## src/rtl/tick_counter_pkg.sv

```systemverilog
`default_nettype none
// ============================================================================
// Module      : tick_counter_pkg
// Description : Shared constants and the prescaler width helper for the
//               tick-driven up/down counter.
// Revision    : 1.0 - initial release
// ============================================================================
package tick_counter_pkg;

    localparam logic DIR_UP        = 1'b1;
    localparam logic DIR_DOWN      = 1'b0;
    localparam int   DIV_50MHZ_1HZ = 50000000;

    // Bits needed to hold 0..value-1, never less than one bit.
    function automatic int clog2_min1(input int unsigned value);
        return (value <= 2) ? 1 : $clog2(value);
    endfunction

endpackage : tick_counter_pkg
`default_nettype wire

```

## src/rtl/tick_updown_counter_if.sv

```systemverilog
`default_nettype none
// ============================================================================
// Module      : tick_updown_counter_if
// Description : Control and status bundle of the tick-driven up/down counter.
//               The master drives enable, direction and load; the slave
//               (the counter) returns the count, the step strobe and the
//               terminal-count pulse.
// Revision    : 1.0 - initial release
// ============================================================================
interface tick_updown_counter_if #(
    parameter int WIDTH = 4
);

    logic             en;
    logic             dir;
    logic             load;
    logic [WIDTH-1:0] load_val;
    logic [WIDTH-1:0] out;
    logic             tick;
    logic             tc;

    modport master (
        output en, dir, load, load_val,
        input  out, tick, tc
    );

    modport slave (
        input  en, dir, load, load_val,
        output out, tick, tc
    );

endinterface : tick_updown_counter_if
`default_nettype wire

```

## src/rtl/tick_prescaler.sv

```systemverilog
`default_nettype none
// ============================================================================
// Module      : tick_prescaler
// Description : Free-running 0..DIV-1 prescaler producing a single-cycle step
//               strobe. No derived clock: the strobe is an enable in the
//               CLOCK_50 domain. DIV=1 makes the strobe equal to en.
// Revision    : 1.0 - initial release
// ============================================================================
module tick_prescaler
    import tick_counter_pkg::*;
#(
    parameter int DIV = 33554432
) (
    input  wire logic CLOCK_50,
    input  wire logic reset,
    input  wire logic en,
    input  wire logic clr,
    output logic      tick
);

    localparam int            PW     = clog2_min1(DIV);
    localparam logic [PW-1:0] c_LAST = PW'(DIV - 1);

    logic [PW-1:0] r_presc;

    // Strobe is combinational so the counter steps on the same edge it is seen.
    assign tick = en && (r_presc == c_LAST);

    // Count while enabled, wrap after the last phase; reset/clear restart at 0.
    always_ff @(posedge CLOCK_50) begin
        if (reset || clr) begin
            r_presc <= '0;
        end else if (en) begin
            r_presc <= tick ? '0 : r_presc + 1'b1;
        end
    end

endmodule : tick_prescaler
`default_nettype wire

```

## src/rtl/tick_updown_counter.sv

```systemverilog
`default_nettype none
// ============================================================================
// Module      : tick_updown_counter
// Description : WIDTH-bit up/down counter stepped by a DIV-cycle prescaler.
//               Edge priority is reset > load > step > hold. tc pulses for
//               one cycle after a step that crosses the top (up) or bottom
//               (down) of the range.
//               Build option: define TICK_COUNTER_SAT_EN to saturate at the
//               range ends instead of wrapping (tc still pulses).
// Revision    : 1.0 - initial release
// ============================================================================
module tick_updown_counter
    import tick_counter_pkg::*;
#(
    parameter int WIDTH     = 4,
    parameter int DIV       = 33554432,
    parameter int RESET_VAL = 0
) (
    input  wire logic            CLOCK_50,
    input  wire logic            reset,
    tick_updown_counter_if.slave bus
);

    localparam logic [WIDTH-1:0] c_RESET_VAL = WIDTH'(RESET_VAL);

    logic             w_tick;
    logic             w_cross;
    logic [WIDTH-1:0] w_next;
    logic [WIDTH-1:0] r_out;
    logic             r_tc;

    // A load restarts the prescaler phase so the next step is a full DIV away.
    tick_prescaler #(
        .DIV      (DIV)
    ) u_prescaler (
        .CLOCK_50 (CLOCK_50),
        .reset    (reset),
        .en       (bus.en),
        .clr      (bus.load),
        .tick     (w_tick)
    );

    // Boundary detection depends on the direction in force at this step.
    assign w_cross = (bus.dir == DIR_UP) ? (r_out == '1) : (r_out == '0);

`ifdef TICK_COUNTER_SAT_EN
    // Saturating build: a crossing step leaves the count pinned at the end.
    assign w_next = w_cross ? r_out
                  : ((bus.dir == DIR_UP) ? r_out + 1'b1 : r_out - 1'b1);
`else
    // Wrapping build: modulo 2^WIDTH arithmetic.
    assign w_next = (bus.dir == DIR_UP) ? r_out + 1'b1 : r_out - 1'b1;
`endif

    // Count register and terminal-count pulse, reset > load > step > hold.
    always_ff @(posedge CLOCK_50) begin
        if (reset) begin
            r_out <= c_RESET_VAL;
            r_tc  <= 1'b0;
        end else if (bus.load) begin
            r_out <= bus.load_val;
            r_tc  <= 1'b0;
        end else if (w_tick) begin
            r_out <= w_next;
            r_tc  <= w_cross;
        end else begin
            r_tc  <= 1'b0;
        end
    end

    assign bus.out  = r_out;
    assign bus.tc   = r_tc;
    assign bus.tick = w_tick;

endmodule : tick_updown_counter
`default_nettype wire
```

## src/flat_wrapper.sv

```systemverilog
// flat-port wrapper written by rule: the top's interface ports become plain ports
module tick_updown_counter_flat import tick_counter_pkg::*;
#(
    parameter int WIDTH     = 4,
    parameter int DIV       = 33554432,
    parameter int RESET_VAL = 0
)
  (CLOCK_50, reset, bus_en, bus_dir, bus_load, bus_load_val, bus_out, bus_tick, bus_tc);
  tick_updown_counter_if #(.WIDTH(WIDTH)) bus_i ();
  input  wire logic CLOCK_50;
  input  wire logic reset;
  input wire logic [$bits(bus_i.en)-1:0] bus_en;
  input wire logic [$bits(bus_i.dir)-1:0] bus_dir;
  input wire logic [$bits(bus_i.load)-1:0] bus_load;
  input wire logic [$bits(bus_i.load_val)-1:0] bus_load_val;
  output wire logic [$bits(bus_i.out)-1:0] bus_out;
  output wire logic [$bits(bus_i.tick)-1:0] bus_tick;
  output wire logic [$bits(bus_i.tc)-1:0] bus_tc;
  assign bus_i.en = bus_en;
  assign bus_i.dir = bus_dir;
  assign bus_i.load = bus_load;
  assign bus_i.load_val = bus_load_val;
  assign bus_out = bus_i.out;
  assign bus_tick = bus_i.tick;
  assign bus_tc = bus_i.tc;
  tick_updown_counter #(.WIDTH(WIDTH), .DIV(DIV), .RESET_VAL(RESET_VAL)) u_core (.CLOCK_50(CLOCK_50), .reset(reset), .bus(bus_i));
endmodule
```

## config.mk

```make
export PLATFORM = sky130hd
export DESIGN_NAME = tick_updown_counter_flat
export DESIGN_NICKNAME = d
export VERILOG_FILES = /design/src/rtl/tick_counter_pkg.sv /design/src/rtl/tick_updown_counter_if.sv /design/src/rtl/tick_prescaler.sv /design/src/rtl/tick_updown_counter.sv /design/src/flat_wrapper.sv
export SDC_FILE = /design/constraint.sdc
export NUM_CORES = 1
export LEC_CHECK = 0
export ABC_CLOCK_PERIOD_IN_PS = 5100
export CAP_MARGIN = 20
export CORE_ASPECT_RATIO = 0.9
export CORE_MARGIN = 2
export CORE_UTILIZATION = 60
export DETAILED_ROUTE_END_ITERATION = 7
export PLACE_DENSITY_LB_ADDON = 0.05
export RECOVER_POWER = 25
export SETUP_SLACK_MARGIN = 0.05
export SLEW_MARGIN = 20
export SYNTH_ARGS = -nofsm -noshare
export SYNTH_HDL_FRONTEND = slang
export SYNTH_SLANG_ARGS = --single-unit
export TNS_END_PERCENT = 10
```

## constraint.sdc

```tcl
create_clock -name CLOCK_50 -period 5.1 [get_ports CLOCK_50]
set_clock_uncertainty 0.15 [all_clocks]
set_input_delay 0.765 -clock CLOCK_50 [delete_from_list [all_inputs] [get_ports CLOCK_50]]
set_output_delay 0.765 -clock CLOCK_50 [all_outputs]
set_load 0.05 [all_outputs]
```

## Word-level counts from Yosys, hierarchy flattened

Cells that the tools add are included.

- Equal/unequal tests: 2
- Bitwise operators: 1
- Reductions and logical operators: 5
- Add/subtract/negate cells: 3
- Muxes and demuxes: 5

Operators with widths:

| kind | count |
|---|---|
| 25-bit by 1-bit adder with 25-bit output, second input constant | 1 |
| 25-bit equality test, second input constant | 1 |
| 25-bit two-way mux | 1 |
| 4-bit two-way mux | 3 |
| 4-bit by 1-bit adder with 4-bit output, second input constant | 1 |
| 4-bit equality test, second input constant | 1 |
| 4-bit zero test | 1 |
| 4-bit by 1-bit subtractor with 4-bit output, second input constant | 1 |
| 3-bit OR reduction | 1 |
| 2-bit nonzero test | 1 |
| 1-bit logical AND | 1 |
| 1-bit logical OR | 1 |
| 1-bit two-way mux | 1 |
| 1-bit inverter | 1 |

- Register bits after elaboration: 30
- Word-level logic and storage cells: 19
- Output and inout port bits: 6
- Input port bits: 9

## Depth between registers and ports, before layout

Gate-level depths: netlist of the first run.

- Depth in word-level cells: 4
- Depth in mapped cells: 7
- Mapped depth without buffers: 6

## Hierarchy

Synthesis of the first run repeated with hierarchy kept, for this count alone.

- Cell total of the unflattened synthesis: 176
- Area, all modules: 1554.0 um^2

Modules (own cells, without submodules):

| module | cells each | seq. area each (um^2) | area an instance (um^2) | instances |
|---|---|---|---|---|
| tick_prescaler | 141 | 500.5 | 1221.2 | 1 |
| tick_updown_counter | 35 | 100.1 | 332.8 | 1 |

## Worst setup path before layout of the first run

Ideal clock, no wire load.

- Kind: input port to output port
- Start point: in bus_en
- End point: out bus_tick
- Path buffers: 2
- Slack: 1.760 ns
- Arrival: 2.425 ns
- Cell stages on the path: 5
- Required time: 4.185 ns
- Cell sequence: buf_2 -> nand4_2 -> or4_1 -> clkbuf_1 -> nor2_1

- Longest elaborated chain between the ends: 1

RTL lines:

| element | line | RTL |
|---|---|---|
| start: declaration | flat_wrapper.sv:12 | `input wire logic [$bits(bus_i.en)-1:0] bus_en;` |
| 1-bit logical AND | tick_prescaler.sv:27 | `assign tick = en && (r_presc == c_LAST);` |
| end: declaration | flat_wrapper.sv:17 | `output wire logic [$bits(bus_i.tick)-1:0] bus_tick;` |

Every way passes these cells.

## Final worst setup path of the first run

Same ends and word-level chain as after synthesis.

==> results of run 1 <==
==> synthesized netlist by cell type, types with 2 or more instances <==
library cell,n
and3_1,3
nor2_1,17
or2_2,2
and4_1,3
nand2b_1,2
xor2_1,7
dfxtp_1,30
xnor2_1,4
or3_1,7
clkbuf_1,5
ha_1,3
inv_1,5
o31ai_1,7
buf_2,2
o211ai_1,2
nand3_1,13
nand2_1,11
a21oi_1,17
nand4_1,8
nor3_1,3
nor4_1,4
o21ai_0,9
nand4_2,2
or4_1,9
nor2b_1,2
a311oi_1,2
==> placed cells by master (no fill, tap or decap), drive strengths merged, types with 2 or more instances in the layout <==
cell and count:
or2 2, a311oi 2, xnor2 4, and3 3, dlygate4sd3 6, ha 3, nand2b 2, nor2 17
and4 3, nand3 13, nand4 10, nand2 11, clkbuf 8, or4 10, dfxtp 30, o31ai 7
nor2b 2, a21oi 17, xor2 7, or3 7, o211ai 2, nor3 3, o21ai 10, nor4 4
inv 5, clkdlybuf4s50 8
==> layer usage <==
| layer | vias to the layer above | global-route usage | share of wire |
|---|---|---|---|
| li1 | 735 | - | - |
| met1 | 671 | 0.318 | 0.47 |
| met2 | 50 | 0.367 | 0.46 |
| met3 | 5 | 0.0741 | 0.059 |
| met4 | 0 | 0.0853 | 0.012 |
| met5 | - | 0 | 0 |
==> logic make-up (layout without fill, tap and decap cells) <==
family / count (synthesis) / in the layout / share of synthesized area
buffers and inverters: 13 / 27 / 0.0375
AO/OA/AOI/OAI: 42 / 42 / 0.168
flip-flops: 30 / 30 / 0.383
XOR/XNOR: 11 / 11 / 0.0615
adder cells (fa/ha/maj): 4 / 4 / 0.0367
AND/OR/NAND/NOR: 87 / 87 / 0.313
==> layout make-up <==
cell class	count	share of cell area
sequential	30	0.339
tap	28	0.0197
timing repair buffer	14	0.0790
multi-input combinational	144	0.508
clock buffer	8	0.0444
inverter	5	0.0106
==> metrics by stage <==
| step | hold slack [ps] | worst slack, ps | cells | cell area [µm²] | utilization |
|---|---|---|---|---|---|
| finish | 365 | 671 | 229 | 1770 | 0.719 |
| floorplan | 316 | 1760 | 187 | 1570 | - |
| detailed placement | 351 | 859 | 221 | 1700 | 0.690 |
| global placement | 325 | 951 | 221 | 1700 | 0.690 |
| CTS | 366 | 862 | 229 | 1780 | 0.722 |
| global route | 389 | 514 | 229 | 1770 | 0.719 |
==> worst max-delay path: stages <==
cell and delay [ps]:
dlygate4sd3_1 680, nand4_1 320, or4_1 730, nor2_1 190, clkdlybuf4s50_1 820
==> flip-flops by register name, summed over array words and instances (netlist names) <==
signal and cells:
u_core.u_prescaler.r_presc 25, u_core.bus.tc 1, u_core.bus.out 4
==> power breakdown <==
part,total [mW],internal [mW],switching [mW]
combinational,0.0373,0.0155,0.0219
clock,0.177,0.0941,0.0828
sequential,0.241,0.237,0.00414
total,0.455,0.346,0.109
==> worst max path at each step <==
stage	slack, ps	to	cells past startpoint
after floorplan	1760	bus_tick	5
after global placement	950	bus_tick	5
after detailed placement	860	bus_tick	5
after CTS	860	bus_tick	5
after global routing	510	bus_tick	5
final	670	bus_tick	5
==> out/qor.txt, run 1 <==
Yosys reg bits: 30
area leader, netlist: dfxtp_1
Async SR Flop Fraction: 0
RD Place Congestion: 0.881
chip height: 52.5 µm
largest net degree at the start of global routing: 17
Netlist Area Pre-Place: 1570 µm²
reg2reg path depth: 5
TritonCTS sink count: 30
number of antenna diodes: 0
drt total wl: 3.29 mm
Pre-Repair DR Iteration Count: 4
port bufs: 14
Post-synth EDFFs: 0
total track usage: 0.240
Max-cap violations: 0
hold crit path type: flip-flop to flip-flop
number of H-tree levels: 2
vias per cell: 6.38
footprint of the multi-input gates: 901 µm²
register area: 601 µm²
Setup TNS Final: 0 ps
kind of critical path: primary input to primary output
CTS Hold Bufs: 0
Hold Path Stages: 2
worst path required time: 4180 ps
IO Count: 15
die area: 3040 µm²
Critical Path AT: 3510 ps
Post-Syn Nets: 200
total number of vias: 1461
Power Density: 257 nW/µm²
count of different cell masters after synthesis: 34
vias in the first global route: 1252
Static Leak: 0.552 nW
core footprint: 2470 µm²
CTS resizes: 0
CTS tree: done
fillers: 198
CTS Buffer Depth: 2
status: complete, no violations
maximum vdd drop: 0.000234 V
worst reg2reg startpoint: u_core.u_prescaler.r_presc[0]
Pwr Total: 0.455 mW
first-pass GRT wire length: 5.47 mm
crit path max fanout: 9
Worst-path clk slew: 100 ps
Worst-Margin Slew: 805 ps
max-slew violations: 0
initial DRC count: 158
Worst Hold Path EP: u_core.u_prescaler.r_presc[24]
crit path capture type: primary output
dpl hpwl: 2.34 mm
RSZ-0062 raised after global routing: false
CTS Root Cell: clkbuf_4
fmax: 226 MHz
GRT overflow: 0
Final Hold Viols: 0
Worst setup startpoint: bus_en
Avg WL per Cell: 14.4 µm
post-CTS setup buffers: 0
Post-synth top flop: dfxtp_1
DRC violation count after routing: 0
Gate Count Post-Synth: 187
post-layout min period: 4430 ps
Hold Startpoint: u_core.u_prescaler.r_presc[24]
nets: 213
CP Launch Type: primary input
initial antenna violation count: 0
Initial Utilization: 0.635
area fraction of the dominant cell type after synthesis: 0.383
Synth area leaders: dfxtp_1 (38%), a21oi_1 (5.4%), or4_1 (4.3%)
cts bufs inserted: 5
row cnt: 17
sequential area share after synthesis: 0.383
share of layout cells above drive strength 1: 0.0647
clock latency at the later pin of the worst-skew pair: 340 ps
Warnings, synthesis: 0
reg2reg end: u_core.u_prescaler.r_presc[2]
Final setup viols: 0
reg-to-reg slack, setup: 2500 ps
Slew headroom: 0.458
Layout area overhead: 13.3%
DRT antenna net count: 0
Post-Syn Area per Cell: 8.38 µm²
Horiz. Die Dim: 57.9 µm
final period utilization: 0.868
(Power assumes the default switching activity.)
==> inputs of run 2 (changes only) <==
--- a/config.mk
+++ b/config.mk
@@ -8,8 +8,8 @@
 export ABC_CLOCK_PERIOD_IN_PS = 5100
 export CAP_MARGIN = 20
 export CORE_ASPECT_RATIO = 0.9
-export CORE_MARGIN = 2
 export CORE_UTILIZATION = 60
+export CTS_CLUSTER_DIAMETER = 30
 export DETAILED_ROUTE_END_ITERATION = 7
 export PLACE_DENSITY_LB_ADDON = 0.05
 export RECOVER_POWER = 25
==> run 2 against run 1 <==
Against the previous run:
- cell count unchanged
- utilization fell by 0.76 points
- sequential cell count unchanged
- non-clock buffer count is the same
- maximum frequency increased by 0.85%
- setup slack improved by 37 ps
- critical endpoint unchanged
- worst hold slack worse by 4.8 ps
- critical path depth did not move
- sequential share of layout area rose by 0.36 points
- combinational power about the same
- clock power fell by 16%
- die area down 7.1%
==> out/qor.txt, run 2 (synthesis gave the netlist of run 1 again) <==
CTS Buffer Depth: 2 (unchanged)
status: complete, no violations (unchanged)
worst hold slack: 360 ps (was 365 ps)
Critical Path AT: 3480 ps (was 3510 ps)
reg-to-reg slack, setup: 2530 ps (was 2500 ps)
Util after Layout: 0.711 (was 0.719)
Biggest register: u_core.u_prescaler.r_presc (unchanged)
dpl hpwl: 2.33 mm (was 2.34 mm)
GRT overflow: 0 (unchanged)
Pwr Total: 0.427 mW (was 0.455 mW)
worst path required time: 4180 ps (about the same)
crit path capture type: primary output (unchanged)
part of the power in registers: 0.564 (was 0.529)
post-layout min period: 4390 ps (was 4430 ps)
worst reg2reg startpoint: u_core.u_prescaler.r_presc[1] (was u_core.u_prescaler.r_presc[0])
# placed instances: 221 (unchanged)
final period utilization: 0.861 (was 0.868)
internal power: 0.319 mW (was 0.346 mW)
Worst Hold Path EP: u_core.u_prescaler.r_presc[24] (unchanged)
post-CTS setup buffers: 0 (unchanged)
Crit path buffers/inverters: 2 (unchanged)
RD Place Congestion: 0.848 (was 0.881)
Setup WS pre-CTS: 905 ps (was 859 ps)
most frequent cells in the layout: dfxtp_1 (30), nor2_1 (17), a21oi_1 (17), nand3_1 (13), nand2_1 (11) (unchanged)
NetSw: 0.108 mW (was 0.109 mW)
vias in the first global route: 1343 (was 1252)
reg2reg path depth: 5 (unchanged)
Initial Utilization: 0.635 (unchanged)
hold crit path type: flip-flop to flip-flop (unchanged)
Cell Area, Placed: 1700 µm² (unchanged)
Setup TNS Final: 0 ps (unchanged)
row cnt: 17 (unchanged)
Power Density: 243 nW/µm² (was 257 nW/µm²)
max reg flops: 25 (unchanged)
kind of critical path: primary input to primary output (unchanged)
Static Leak: 0.544 nW (was 0.552 nW)
Worst-path clk slew: 100 ps (about the same)
number of antenna diodes: 0 (unchanged)
DRC violation count after routing: 0 (unchanged)
total track usage: 0.261 (was 0.240)
initial antenna violation count: 0 (unchanged)
first-pass GRT wire length: 5.71 mm (was 5.47 mm)
initial DRC count: 95 (was 158)
Switching Share: 0.253 (was 0.239)
critical path's top delay family: buffers and inverters (unchanged)
design area: 1760 µm² (was 1770 µm²)
commonest non-fill, non-tap cell in the layout: dfxtp_1 (unchanged)
cts bufs inserted: 5 (unchanged)
nets: 213 (unchanged)
Worst path max stage delay: 820 ps (about the same)
TritonCTS sink count: 30 (unchanged)
RSZ-0062 raised after global routing: false (unchanged)
Slew headroom: 0.468 (was 0.458)
die area: 2820 µm² (was 3040 µm²)
Pre-Repair DR Iteration Count: 4 (unchanged)
Final setup viols: 0 (unchanged)
CTS resizes: 0 (unchanged)
CP max stage cell: clkdlybuf4s50_1 (unchanged)
reg2reg end: u_core.u_prescaler.r_presc[5] (was u_core.u_prescaler.r_presc[2])
vias per cell: 6.34 (was 6.38)
core footprint: 2470 µm² (unchanged)
CTS Hold Bufs: 0 (unchanged)
Hold Path Stages: 2 (unchanged)
CTS tree: done (unchanged)
Worst-Margin Slew: 791 ps (was 805 ps)
Combinational Power Share: 0.087 (was 0.082)
maximum vdd drop: 0.000185 V (was 0.000234 V)
share of layout cells above drive strength 1: 0.0647 (unchanged)
total number of vias: 1452 (was 1461)
Final Hold Viols: 0 (unchanged)
chip height: 50.5 µm (was 52.5 µm)
Horiz. Die Dim: 55.9 µm (was 57.9 µm)
fin cells: 229 (unchanged)
DRT antenna net count: 0 (unchanged)
largest net degree at the start of global routing: 17 (unchanged)
PnR worst setup slack: 708 ps (was 671 ps)
Avg WL per Cell: 14.4 µm (about the same)
fmax: 228 MHz (was 226 MHz)
port bufs: 14 (unchanged)
IO Count: 15 (unchanged)
clock share of power: 0.349 (was 0.389)
CTS Root Cell: clkbuf_4 (unchanged)
number of H-tree levels: 2 (unchanged)
Hold Startpoint: u_core.u_prescaler.r_presc[24] (unchanged)
max-slew violations: 0 (unchanged)
Layout area overhead: 12.1% (was 13.3%)
clock latency at the later pin of the worst-skew pair: 330 ps (was 340 ps)
worst path cell trace: dlygate4sd3_1 > nand4_1 > or4_1 > nor2_1 > clkdlybuf4s50_1 (unchanged)
drt total wl: 3.29 mm (about the same)
CP Launch Type: primary input (unchanged)
crit path max fanout: 9 (unchanged)
Max-cap violations: 0 (unchanged)
run 2: how the worst max path moves through the flow:
stage                     startpoint  slack [ps]  cells after the start        to
after CTS                     bus_en         890                      5  bus_tick
final                         bus_en         710                      5  bus_tick
after global placement        bus_en         950                      5  bus_tick
after detailed placement      bus_en         900                      5  bus_tick
after floorplan               bus_en        1760                      5  bus_tick
after global routing          bus_en         550                      5  bus_tick
run 2: tightest hold or removal path, cell delays in order, from the launching register on:
cell and delay [ps]:
dfxtp_1 350, o31ai_1 70, a21oi_1 60
run 2: cell type report:
type,instances,area (µm²)
flip-flops and latches,30,601
multi-input cells,144,901
fillers,201,712
clock buffers,7,55.1
clock inverters,1,5.00
well taps,28,35.0
repair buffers,14,140
inverters,5,18.8
run 2: metal layers:
metal	GRT usage	wire length [µm]	vias to the layer above
met5	0	0	-
met4	0.130	59	0
met3	0.0747	168	10
met2	0.402	1470	35
met1	0.339	1600	678
li1	-	-	729
run 2: power by group through the flow:
stage	Sequential, mW	Clock (mW)	Combinational (mW)
2_1_floorplan	0.253	0	0.0165
3_3_place_gp	0.246	0	0.0373
3_5_place_dp	0.246	0	0.0379
4_1_cts	0.241	0.152	0.0381
5_1_grt	0.241	0.160	0.0405
6_report	0.241	0.149	0.0373
==> inputs of run 3 (changes only) <==
--- a/config.mk
+++ b/config.mk
@@ -18,4 +18,4 @@
 export SYNTH_ARGS = -nofsm -noshare
 export SYNTH_HDL_FRONTEND = slang
 export SYNTH_SLANG_ARGS = --single-unit
-export TNS_END_PERCENT = 10
+export TNS_END_PERCENT = 50
==> results of run 3 <==
No change in the layout: final DEF, timing and power equal those of run 2.
